`config.mk`:
```
export PLATFORM = sky130hd
export DESIGN_NAME = buffer_fifo
export DESIGN_NICKNAME = d
export VERILOG_FILES = /design/src/rtl/buffer_fifo.sv
export SDC_FILE = /design/constraint.sdc
export NUM_CORES = 1
export LEC_CHECK = 0
export ABC_AREA = 1
export CAP_MARGIN = 40
export CELL_PAD_IN_SITES_DETAIL_PLACEMENT = 1
export CELL_PAD_IN_SITES_GLOBAL_PLACEMENT = 2
export CORE_UTILIZATION = 32
export DETAILED_ROUTE_END_ITERATION = 8
export PLACE_DENSITY = 0.72
export SLEW_MARGIN = 15
export SYNTH_ARGS = -nofsm -noshare
export SYNTH_HDL_FRONTEND = slang
export SYNTH_SLANG_ARGS = --single-unit
```
`constraint.sdc`:
```
create_clock -name clk -period 1.4 [get_ports clk]
set_input_delay 0.21 -clock clk [delete_from_list [all_inputs] [get_ports clk]]
set_output_delay 0.21 -clock clk [all_outputs]
set_load 0.01 [all_outputs]
```
`src/rtl/buffer_fifo.sv`:
```
// DEPTH-entry FIFO between two four-phase ready/done handshakes, with occupancy
// status and synchronous flush.
//
// state     | meaning
// IN_IDLE   | waiting for producer ready_in; done_in low
// IN_ACK    | word accepted, done_in high until producer drops ready_in
// OUT_IDLE  | nothing on offer; ready_out low
// OUT_OFFER | head word on data_out, ready_out high until consumer done_out
module buffer_fifo #(
  parameter int DATA_BITWIDTH = 8,
  parameter int DEPTH         = 4
) (
  input  logic                       clk,
  input  logic                       rst,
  input  logic                       flush,
  input  logic [DATA_BITWIDTH-1:0]   data_in,
  input  logic                       ready_in,
  output logic                       done_in,
  output logic [DATA_BITWIDTH-1:0]   data_out,
  output logic                       ready_out,
  input  logic                       done_out,
  output logic                       full,
  output logic                       empty,
  output logic [$clog2(DEPTH+1)-1:0] level
);

  localparam int PTR_W = $clog2(DEPTH);
  localparam int LVL_W = $clog2(DEPTH+1);

  typedef enum logic {IN_IDLE, IN_ACK} in_state_t;
  typedef enum logic {OUT_IDLE, OUT_OFFER} out_state_t;

  in_state_t  in_state, in_state_nxt;
  out_state_t out_state, out_state_nxt;

  logic [DATA_BITWIDTH-1:0] mem [DEPTH];
  logic [PTR_W-1:0]         wr_ptr, rd_ptr;
  logic                     push, pop, offer;

  function automatic logic [PTR_W-1:0] ptr_inc(input logic [PTR_W-1:0] p);
    return (p == PTR_W'(DEPTH-1)) ? '0 : p + PTR_W'(1);
  endfunction

  assign full      = (level == LVL_W'(DEPTH));
  assign empty     = (level == '0);
  assign done_in   = (in_state == IN_ACK);
  assign ready_out = (out_state == OUT_OFFER);

  // A full FIFO may still accept a word on the same edge that the head is popped.
  always_comb begin
    pop   = (out_state == OUT_OFFER) && done_out && !flush;
    push  = (in_state == IN_IDLE) && ready_in && !flush && (!full || pop);
    offer = (out_state == OUT_IDLE) && !empty && !done_out && !flush;

    in_state_nxt = in_state;
    case (in_state)
      IN_IDLE: if (push)      in_state_nxt = IN_ACK;
      IN_ACK:  if (!ready_in) in_state_nxt = IN_IDLE;
      default:                in_state_nxt = IN_IDLE;
    endcase

    out_state_nxt = out_state;
    if (flush) begin
      out_state_nxt = OUT_IDLE;
    end else begin
      case (out_state)
        OUT_IDLE:  if (offer)    out_state_nxt = OUT_OFFER;
        OUT_OFFER: if (done_out) out_state_nxt = OUT_IDLE;
        default:                 out_state_nxt = OUT_IDLE;
      endcase
    end
  end

  always_ff @(posedge clk) begin
    if (rst) begin
      in_state  <= IN_IDLE;
      out_state <= OUT_IDLE;
      wr_ptr    <= '0;
      rd_ptr    <= '0;
      level     <= '0;
      data_out  <= '0;
    end else begin
      in_state  <= in_state_nxt;
      out_state <= out_state_nxt;
      if (flush) begin
        wr_ptr <= '0;
        rd_ptr <= '0;
        level  <= '0;
      end else begin
        if (push) wr_ptr <= ptr_inc(wr_ptr);
        if (pop)  rd_ptr <= ptr_inc(rd_ptr);
        case ({push, pop})
          2'b10:   level <= level + LVL_W'(1);
          2'b01:   level <= level - LVL_W'(1);
          default: level <= level;
        endcase
      end
      if (offer) data_out <= mem[rd_ptr];
    end
  end

  // Storage is deliberately left unreset.
  always_ff @(posedge clk) begin
    if (!rst && push) mem[wr_ptr] <= data_in;
  end

endmodule

```
== Yosys cells after proc, flatten, opt, wreduce, memory -nomap -nowiden ==
Memories as Yosys holds them, arrays and structs flattened. A register that Yosys moved wholly into a read port is not among the register bits.
Index checks and enable logic that the tools add are counted.

* Flip-flop bits (word level): 9
* Memory bits (writable): 32
* Input port bits: 13
* Output and inout bits: 15
* Memories: 1

* Add/subtract/negate cells: 4
* Eq/ne operators: 5
* Muxes and demuxes: 11
* Bitwise operators: 2
* Reduce and logical (&&, ||, !) cells: 18

{| class="wikitable"
|+ Memories
! memory !! depth !! bits a word !! rd ports !! clocked after memory_dff !! wr ports !! line !! source
|-
| mem || 4 || 8 || 1 || 1 || 1 || 36 || <nowiki>logic [DATA_BITWIDTH-1:0] mem [DEPTH];</nowiki>
|}

{| class="wikitable"
|+ Operators by type and width
! kind !! count
|-
| logical AND 1 bit || 9
|-
| equality test 2 bit (second input constant) || 3
|-
| two-way mux 1 bit || 6
|-
| case mux 3 bit (2 select lines) || 1
|-
| zero test 1 bit || 5
|-
| adder 2 x 1 -> 2 bit (second input constant) || 2
|-
| two-way mux 2 bit || 2
|-
| case mux 1 bit (2 select lines) || 2
|-
| adder 3 x 1 -> 3 bit (second input constant) || 1
|-
| equality test 3 bit (second input constant) || 1
|-
| zero test 3 bit || 1
|-
| subtractor 3 x 1 -> 3 bit (second input constant) || 1
|-
| equality test 2 x 1 -> 1 bit (second input constant) || 1
|-
| NOT 1 bit || 2
|-
| nonzero test 2 bit || 1
|-
| OR reduction 2 bit || 1
|-
| logical OR 1 bit || 1
|}

== Depth between registers and ports, before layout ==
Gate-level depths: netlist of run 1.

* Depth in word-level cells: 7
* Mapped depth: 10

== Worst setup path after synthesis of run 1 ==
Ideal clock, no wire load.

* Kind: register to register
* From: register out_state, in the netlist ready_out
* To: register level[2]
* Setup time: 0.115 ns
* Arrival: 1.451 ns
* Path slack: -0.165 ns
* Stages on the path, launching flop included: 9
* Buffers on the path: 0
* Clock period less this slack: 1.565 ns
* Cells stage by stage: dfxtp_1 -> nand3_2 -> inv_2 -> nand2_2 -> fa_1 -> inv_1 -> nand4_1 -> a21oi_1 -> nor2_1

* Longest elaborated chain between the ends: 6

{| class="wikitable"
|+ RTL lines
! what !! line !! source
|-
| from (decl) || 34 || <nowiki>out_state_t out_state, out_state_nxt;</nowiki>
|-
| from (signal assigned) || 84 || <nowiki>out_state <= out_state_nxt;</nowiki>
|-
| logical AND 1 bit (*) (2 in series) || 51 || <nowiki>pop = (out_state == OUT_OFFER) && done_out && !flush;</nowiki>
|-
| logical OR 1 bit || 52 || <nowiki>push = (in_state == IN_IDLE) && ready_in && !flush && (!full || pop);</nowiki>
|-
| logical AND 1 bit || 52 ||
|-
| equality test 2 x 1 -> 1 bit / equality test 2 bit (equally long branches) || 92 || <nowiki>case ({push, pop})</nowiki>
|-
| case mux 3 bit (2 select lines) / nonzero test 2 bit (equally long branches) || n/a ||
|-
| to (signal assigned) || 93 || <nowiki>2'b10: level <= level + LVL_W'(1);</nowiki>
|-
| to (signal assigned) || 94 || <nowiki>2'b01: level <= level - LVL_W'(1);</nowiki>
|-
| to (signal assigned) || 95 || <nowiki>default: level <= level;</nowiki>
|-
| to (decl) || 24 || <nowiki>output logic [$clog2(DEPTH+1)-1:0] level</nowiki>
|}

Every way passes the cells marked *; elsewhere a longest branch is shown, timed or not.
A chain may end at the register's enable or synchronous reset.

== Final worst setup path of run 1 ==
* From: register level[0]
* To: output port empty

* Longest elaborated chain between the ends: 1

{| class="wikitable"
|+ RTL lines
! what !! line !! source
|-
| zero test 3 bit || 45 || <nowiki>assign empty = (level == '0);</nowiki>
|-
| to (decl) || 23 || <nowiki>output logic empty,</nowiki>
|}

Every way passes these cells.

==> results of run 1 <==
-- sequential cells by signal (all words and copies together) (netlist names) --
| register | count |
|---|---|
| wr_ptr | 2 |
| data_out | 8 |
| mem | 32 |
| ready_out | 1 |
| done_in | 1 |
| level | 3 |
| rd_ptr | 2 |
-- kinds of logic (layout without fill, tap and decap cells) --
family                     after synthesis  after routing  share of synthesized area
AOI/OAI and AO/OA                       52             52                     0.1430
adders and majority gates                6              6                    0.03917
buffers and inverters                   32             83                    0.06943
DFF                                     49             49                     0.6172
and+or+nand+nor                         51             51                     0.1312
-- path summary, 6_finish.rpt --
path | start | endpoint | slack [ns] | cells after the start
max reg2reg | level[0]$_SDFFE_PP0P_ | mem[0][0]$_DFFE_PP_ | -0.04 | 6
min reg2reg | data_out[6]$_SDFFE_PP0P_ | data_out[6]$_SDFFE_PP0P_ | 0.55 | 3
max | level[0]$_SDFFE_PP0P_ | empty | -0.04 | 6
min | ready_in | done_in$_SDFF_PP0_ | 0.33 | 3
-- cell type report --
cell class,instances,area [um2],area share
flip-flops and latches,49,1315,0.4823
multi-input cells,109,698.2,0.2561
repair buffers,48,415.4,0.1524
inverters,27,103.9,0.03809
well taps,77,96.34,0.03534
clock buffers,5,68.82,0.02524
clock inverters,3,28.78,0.01056
-- placed cells by master, fill, tap and decap left out, drive strengths merged, types with 2 or more instances in the layout --
cell type      netlist  final
buf                  5     23
clkdlybuf4s50        0      9
inv                 27     29
dlygate4sd2          0     14
dlymetal6s2s         0      2
ha                   5      5
dfxtp               17     17
clkbuf               0      5
o21a                 8      8
edfxtp              32     32
a21oi               17     17
nand3                8      8
nor2                27     27
o22ai                8      8
nand2               14     14
o21ai               19     19
-- power groups by stage --
| stage | Sequential [uW] | Combinational, uW | Clock, uW |
|---|---|---|---|
| floorplan | 1610 | 85.2 | 0 |
| global placement | 1600 | 198 | 0 |
| detailed placement | 1600 | 199 | 0 |
| CTS | 1570 | 203 | 932 |
| global route | 1570 | 221 | 998 |
| finish | 1570 | 199 | 903 |
-- tightest hold or removal path: stages --
cell and delay [ns]:
dlygate4sd2_1 0.27, nand2_1 0.08, a21oi_1 0.05
-- timing repair --
item                                    4_1_cts  5_1_grt
pin swaps                                     6        7
hold buffers                                  0        0
gates resized for setup                      28        6
endpoints found under the setup margin       46       37
buffers inserted                              5        0
-- Yosys cell counts, drive strengths merged --
| library cell | number |
|---|---|
| edfxtp | 32 |
| inv | 27 |
| nor2 | 27 |
| o21ai | 19 |
| a21oi | 17 |
| dfxtp | 17 |
| nand2 | 14 |
| nand3 | 8 |
| o21a | 8 |
| o22ai | 8 |
| buf | 5 |
| ha | 5 |
| fa | 1 |
| nand4 | 1 |
| or2 | 1 |
-- per-stage QoR --
| step | cells | util | cell area, um2 | total power, uW | hold WS, ns |
|---|---|---|---|---|---|
| floorplan | 190 | - | 2150 | 1691 | 0.3089 |
| global placement | 305 | 0.4085 | 2594 | 1800 | 0.5238 |
| detailed placement | 305 | 0.4085 | 2594 | 1803 | 0.5337 |
| CTS | 318 | 0.4272 | 2713 | 2702 | 0.3298 |
| global route | 318 | 0.4294 | 2726 | 2789 | 0.3439 |
| finish | 318 | 0.4294 | 2726 | 2668 | 0.3317 |
-- layer usage --
| metal | vias up | GRT usage |
|---|---|---|
| li1 | 750 | - |
| met1 | 664 | 0.1977 |
| met5 | - | 0 |
| met3 | 4 | 0.03678 |
| met4 | 0 | 0.04702 |
| met2 | 25 | 0.1945 |
==> metrics.txt, run 1 <==
slowest stage cell on the critical path=dfxtp_4; most numerous cell on the critical path=buf_4; number of antenna-violating nets in the routed design=0; number of global-route vias before repair=1442; number of sinks handled by clock tree synthesis=49; switching share of power=0.2411; Cell variety after synth=27; Slew HR=0.8301; critical path arrival=1.23 ns; sequential area share after synthesis=0.6172; Tmin final=1.443 ns; count of buffering cells on the critical path with inverters included=4; CTS tree=yes; min-delay worst type=input port to flip-flop; vias per cell=4.538; vertical die dimension=83.17 um; leakage component of the power=0.001070 uW; pwr/cell area=978.7 mW/mm2; failing checks=negative setup slack; gp weighted congestion=0.7428; worst-path fanout max=3; Mapped Area=0.002108 mm2; Vias=1443; final routed wirelength across all metal layers=4.228 mm; max-cap viol count=0; Top delay family on crit path=buffers and inverters; run status=finished, violations left; number of diodes added for antenna fixing=0; Final Cycle Share=1.031; DRC violation count after routing=0; required time at the endpoint of the critical path=1.19 ns; pin count of the biggest net entering global routing=19; top-level port count=28; Clock Skews=0.005121 ns; endpoint class of the critical path=primary output; initial antenna violation count=0; P&R area growth vs syn=29.32%; RSZ-0062 raised after global routing=yes; Synth area leader=edfxtp_1; maximum vdd ir drop=0.5161 mV; count of pins over their slew limit=0; first drt pass iteration count=4; Synth area leaders=edfxtp_1 46%, dfxtp_1 16%, o21ai_0 4.3%, inv_1 4.1%, nor2_1 3.6%; Die Footprint=0.006917 mm2; wire length on met1=2.237 mm; Overall Global Routing Usage=0.1361; top routing layer in use=met4; CTS H-Tree Depth=2; Total Negative Setup Slacks=-0.7576 ns; Horiz. Die Dim=83.17 um; core outline area=0.006350 mm2; share of power burned in the clock network=0.338; Clock Pin Slew Worst Setup and Hold Paths=0.10 ns; number of nets in the finished design=259; number of placement rows=29; gate count after technology mapping=190; layout cells sized above 1=0.2697; share of Yosys cell area claimed by the top area cell type=0.4558; actual transition at the worst max-transition pin=0.2543 ns; mean cell area of the mapped netlist=11.10 um2; timing-limited maximum frequency=693.1 MHz; Placement Setup Slack=-0.5521 ns; post-detailed-route wirelength per cell=13.30 um; Setup violations, final=33; root buffer selected by CTS=clkbuf_8; Routed met2 length=1.790 mm; Worst-Skew Late Latency=0.31 ns; Synth warnings=0; syn_nets=209; Initial Utilization=0.3320; Slowest Stage Delay on Critical Path=0.37 ns; Clock Path Buffers=2; sw power=643.4 uW; Final Hold Violating Endpoints=0; fill count=691; critical path, cell by cell=nor2_4, buf_4, buf_4, nand2_4, inv_1, buf_2; register share of total power=0.587; critical path startpoint category=flip-flop; part of the total power dissipated in combinational logic=0.075; wire length of the first global-routing pass=7.231 mm; grt ovf=0; Crit Path Class=flip-flop to primary output; dpl hpwl=3.233 mm; met3 wire length=146 um; number of clock buffers inserted by TritonCTS=5; number of register bits inferred by synthesis=49; minimum setup slack in the final design=-0.04281 ns; P_int=2025 uW; number of buffers inserted by port buffering=27; Detailed Route Iter0 Violations=96
(Power assumes the default switching activity.)
==> run 2, diff against run 1 <==
Settings changed: CORE_ASPECT_RATIO from default to 0.75, CORE_MARGIN from default to 2, MAX_ROUTING_LAYER from default to met4.
==> run 2 against run 1 <==
The run still ends with negative setup slack left. Final area up 0.32%. Critical path type is now flip-flop to flip-flop. Total power shrank 0.42%. Largest cell class unchanged. Flip-flop and latch count stayed put. Routed wire length up 7.5%. Sequential share of layout area decreased by 0.15 points. Clock skew decreased by 0.00083 ns. Worst setup slack got worse by 0.022 ns. Fmax shrank 1.5%. Count of clock-buffer cells in the layout did not move.
==> metrics.txt, run 2 (synthesized netlist as in run 1, its figures left out) <==
run status=finished, violations left; failing checks=negative setup slack; CTS tree=yes; count of pins over their slew limit=0; actual transition at the worst max-transition pin=0.2710 ns; Horiz. Die Dim=97.73 um; endpoint class of the critical path=flip-flop; number of nets in the finished design=258; commonest cells after routing, fill and taps aside=32 x edfxtp_1, 20 x inv_1, 20 x nor2_1, 20 x buf_4, 18 x o21ai_0; root buffer selected by CTS=clkbuf_8; Tmin final=1.464 ns; Placed Instances=309; top-level port count=28; required time at the endpoint of the critical path=1.39 ns; Worst-Skew Late Latency=0.30 ns; timing-limited maximum frequency=682.9 MHz; vias per cell=4.573; Overall Global Routing Usage=0.1344; Final Hold Violating Endpoints=0; part of the total power dissipated in combinational logic=0.074; Crit Path Class=flip-flop to flip-flop; pwr/cell area=971.5 mW/mm2; number of buffers inserted by port buffering=27; final routed wirelength across all metal layers=4.545 mm; dpl hpwl=3.492 mm; critical path startpoint category=flip-flop; sw power=632.8 uW; Setup violations, final=33; R2R depth=6; launching instance or port of the critical path=level[1]$_SDFFE_PP0P_; post-detailed-route wirelength per cell=14.16 um; flip-flop count of the largest register after layout=32; Vias=1468; multi-input logic area=695.7 um2; origin of the critical flop-to-flop path=level[1]$_SDFFE_PP0P_; layout cells sized above 1=0.2625; Initial Utilization=0.3320; P_int=2024 uW; largest registers=mem x32, data_out x8, level x3; number of diodes added for antenna fixing=0; Slew HR=0.8191; Finished Core Util=0.4307; vertical die dimension=74.30 um; maximum vdd ir drop=0.4183 mV; register share of total power=0.590; Clock Skews=0.004290 ns; worst-path fanout max=8; number of clock buffers inserted by TritonCTS=5; share of power burned in the clock network=0.336; Final Cycle Share=1.046; grt ovf=0; number of global-route vias before repair=1399; worst slack on hold paths=0.3430 ns; min-delay worst type=input port to flip-flop; critical path arrival=1.46 ns; first drt pass iteration count=4; endpoint of the worst register-to-register path=mem[2][7]$_DFFE_PP_; leading cell type in the layout, fill and taps excluded=edfxtp_1; fill count=707; initial antenna violation count=0; wire length of the first global-routing pass=7.238 mm; Clock Path Buffers=2; P&R area growth vs syn=29.73%; number of placement rows=25; RSZ-0062 raised after global routing=yes; switching share of power=0.2381; Clock Pin Slew Worst Setup and Hold Paths=0.10 ns; most flop-heavy register=mem; final cell count without fillers=321; number of antenna-violating nets in the routed design=0; count of hold buffers inserted by post-cts repair=0; gp weighted congestion=0.7520; CTS H-Tree Depth=2; number of sinks handled by clock tree synthesis=49; Placement Setup Slack=-0.5009 ns; r2r setup slk=-0.06 ns; pin count of the biggest net entering global routing=19; max-cap viol count=0; core outline area=0.006350 mm2; register area=0.001315 mm2; end of the critical path=mem[2][7]$_DFFE_PP_; minimum setup slack in the final design=-0.06433 ns; leakage component of the power=0.001117 uW; DRC violation count after routing=0; Die Footprint=0.007260 mm2; Detailed Route Iter0 Violations=51
run 2: cell types whose count changed in the layout (fill, tap and decap cells not counted):
cell	previous run	this run
clkdlybuf4s15_2	0	1
dlygate4sd2_1	14	9
dlymetal6s2s_1	2	6
inv_2	7	6
nand2_2	4	3
inv_1	19	20
nand2_1	8	9
buf_6	2	1
run 2: worst min path at each step:
stage / start / cells past startpoint / to / slack (ns)
final: ready_in / 3 / done_in$_SDFF_PP0_ / 0.34
after global placement: level[0]$_SDFFE_PP0P_ / 2 / level[0]$_SDFFE_PP0P_ / 0.53
after global routing: ready_in / 3 / done_in$_SDFF_PP0_ / 0.34
after CTS: ready_in / 3 / done_in$_SDFF_PP0_ / 0.34
after floorplan: data_in[0] / 0 / mem[0][0]$_DFFE_PP_ / 0.31
after detailed placement: wr_ptr[1]$_SDFFE_PP0P_ / 2 / wr_ptr[1]$_SDFFE_PP0P_ / 0.53
run 2: stage by stage:
| step | cell area, um2 | TNS [ns] | power [uW] |
|---|---|---|---|
| after global placement | 2599 | -15.78 | 1802 |
| after floorplan | 2150 | 0 | 1691 |
| final | 2735 | -1.675 | 2657 |
| after detailed placement | 2599 | -17.71 | 1804 |
| after CTS | 2726 | -3.283 | 2693 |
| after global routing | 2735 | -3.739 | 2775 |
run 2: power groups by stage:
| stage | Combinational (uW) | Sequential (uW) | Clock (uW) |
|---|---|---|---|
| 6_report | 198 | 1570 | 893 |
| 5_1_grt | 218 | 1570 | 987 |
| 4_1_cts | 203 | 1570 | 922 |
| 3_5_place_dp | 200 | 1600 | 0 |
| 3_3_place_gp | 198 | 1600 | 0 |
| 2_1_floorplan | 85.2 | 1610 | 0 |
run 2: area by class of cell:
| cell class | instances | area share |
|---|---|---|
| tap | 81 | 0.03705 |
| inverter | 27 | 0.03797 |
| multi-input combinational | 109 | 0.2543 |
| sequential | 49 | 0.4808 |
| clock inverter | 3 | 0.01052 |
| timing repair buffer | 47 | 0.1542 |
| clock buffer | 5 | 0.02516 |
run 2: metal layers:
metal / wire [um] / up-vias / global-route usage / part of all wire
met3: 170 / 2 / 0.02914 / 0.037
met1: 2630 / 697 / 0.2122 / 0.58
met5: 0 / - / - / 0
met2: 1713 / 23 / 0.1701 / 0.38
li1: - / 746 / - / -
met4: 31 / 0 / 0.03241 / 0.0068
run 2: repair_timing:
action | 4_1_cts | 5_1_grt
gates resized for setup | 23 | 8
pin swaps | 5 | 5
endpoints found under the setup margin | 42 | 41
buffers inserted | 4 | 0
run 2: worst max-delay path, stage by stage, from the launching register on:
cell and delay [ns]:
dfxtp_4 0.37, nor2_4 0.05, buf_6 0.11, nand3_2 0.05, nand2_2 0.05, or2_4 0.28
nor2_4 0.23
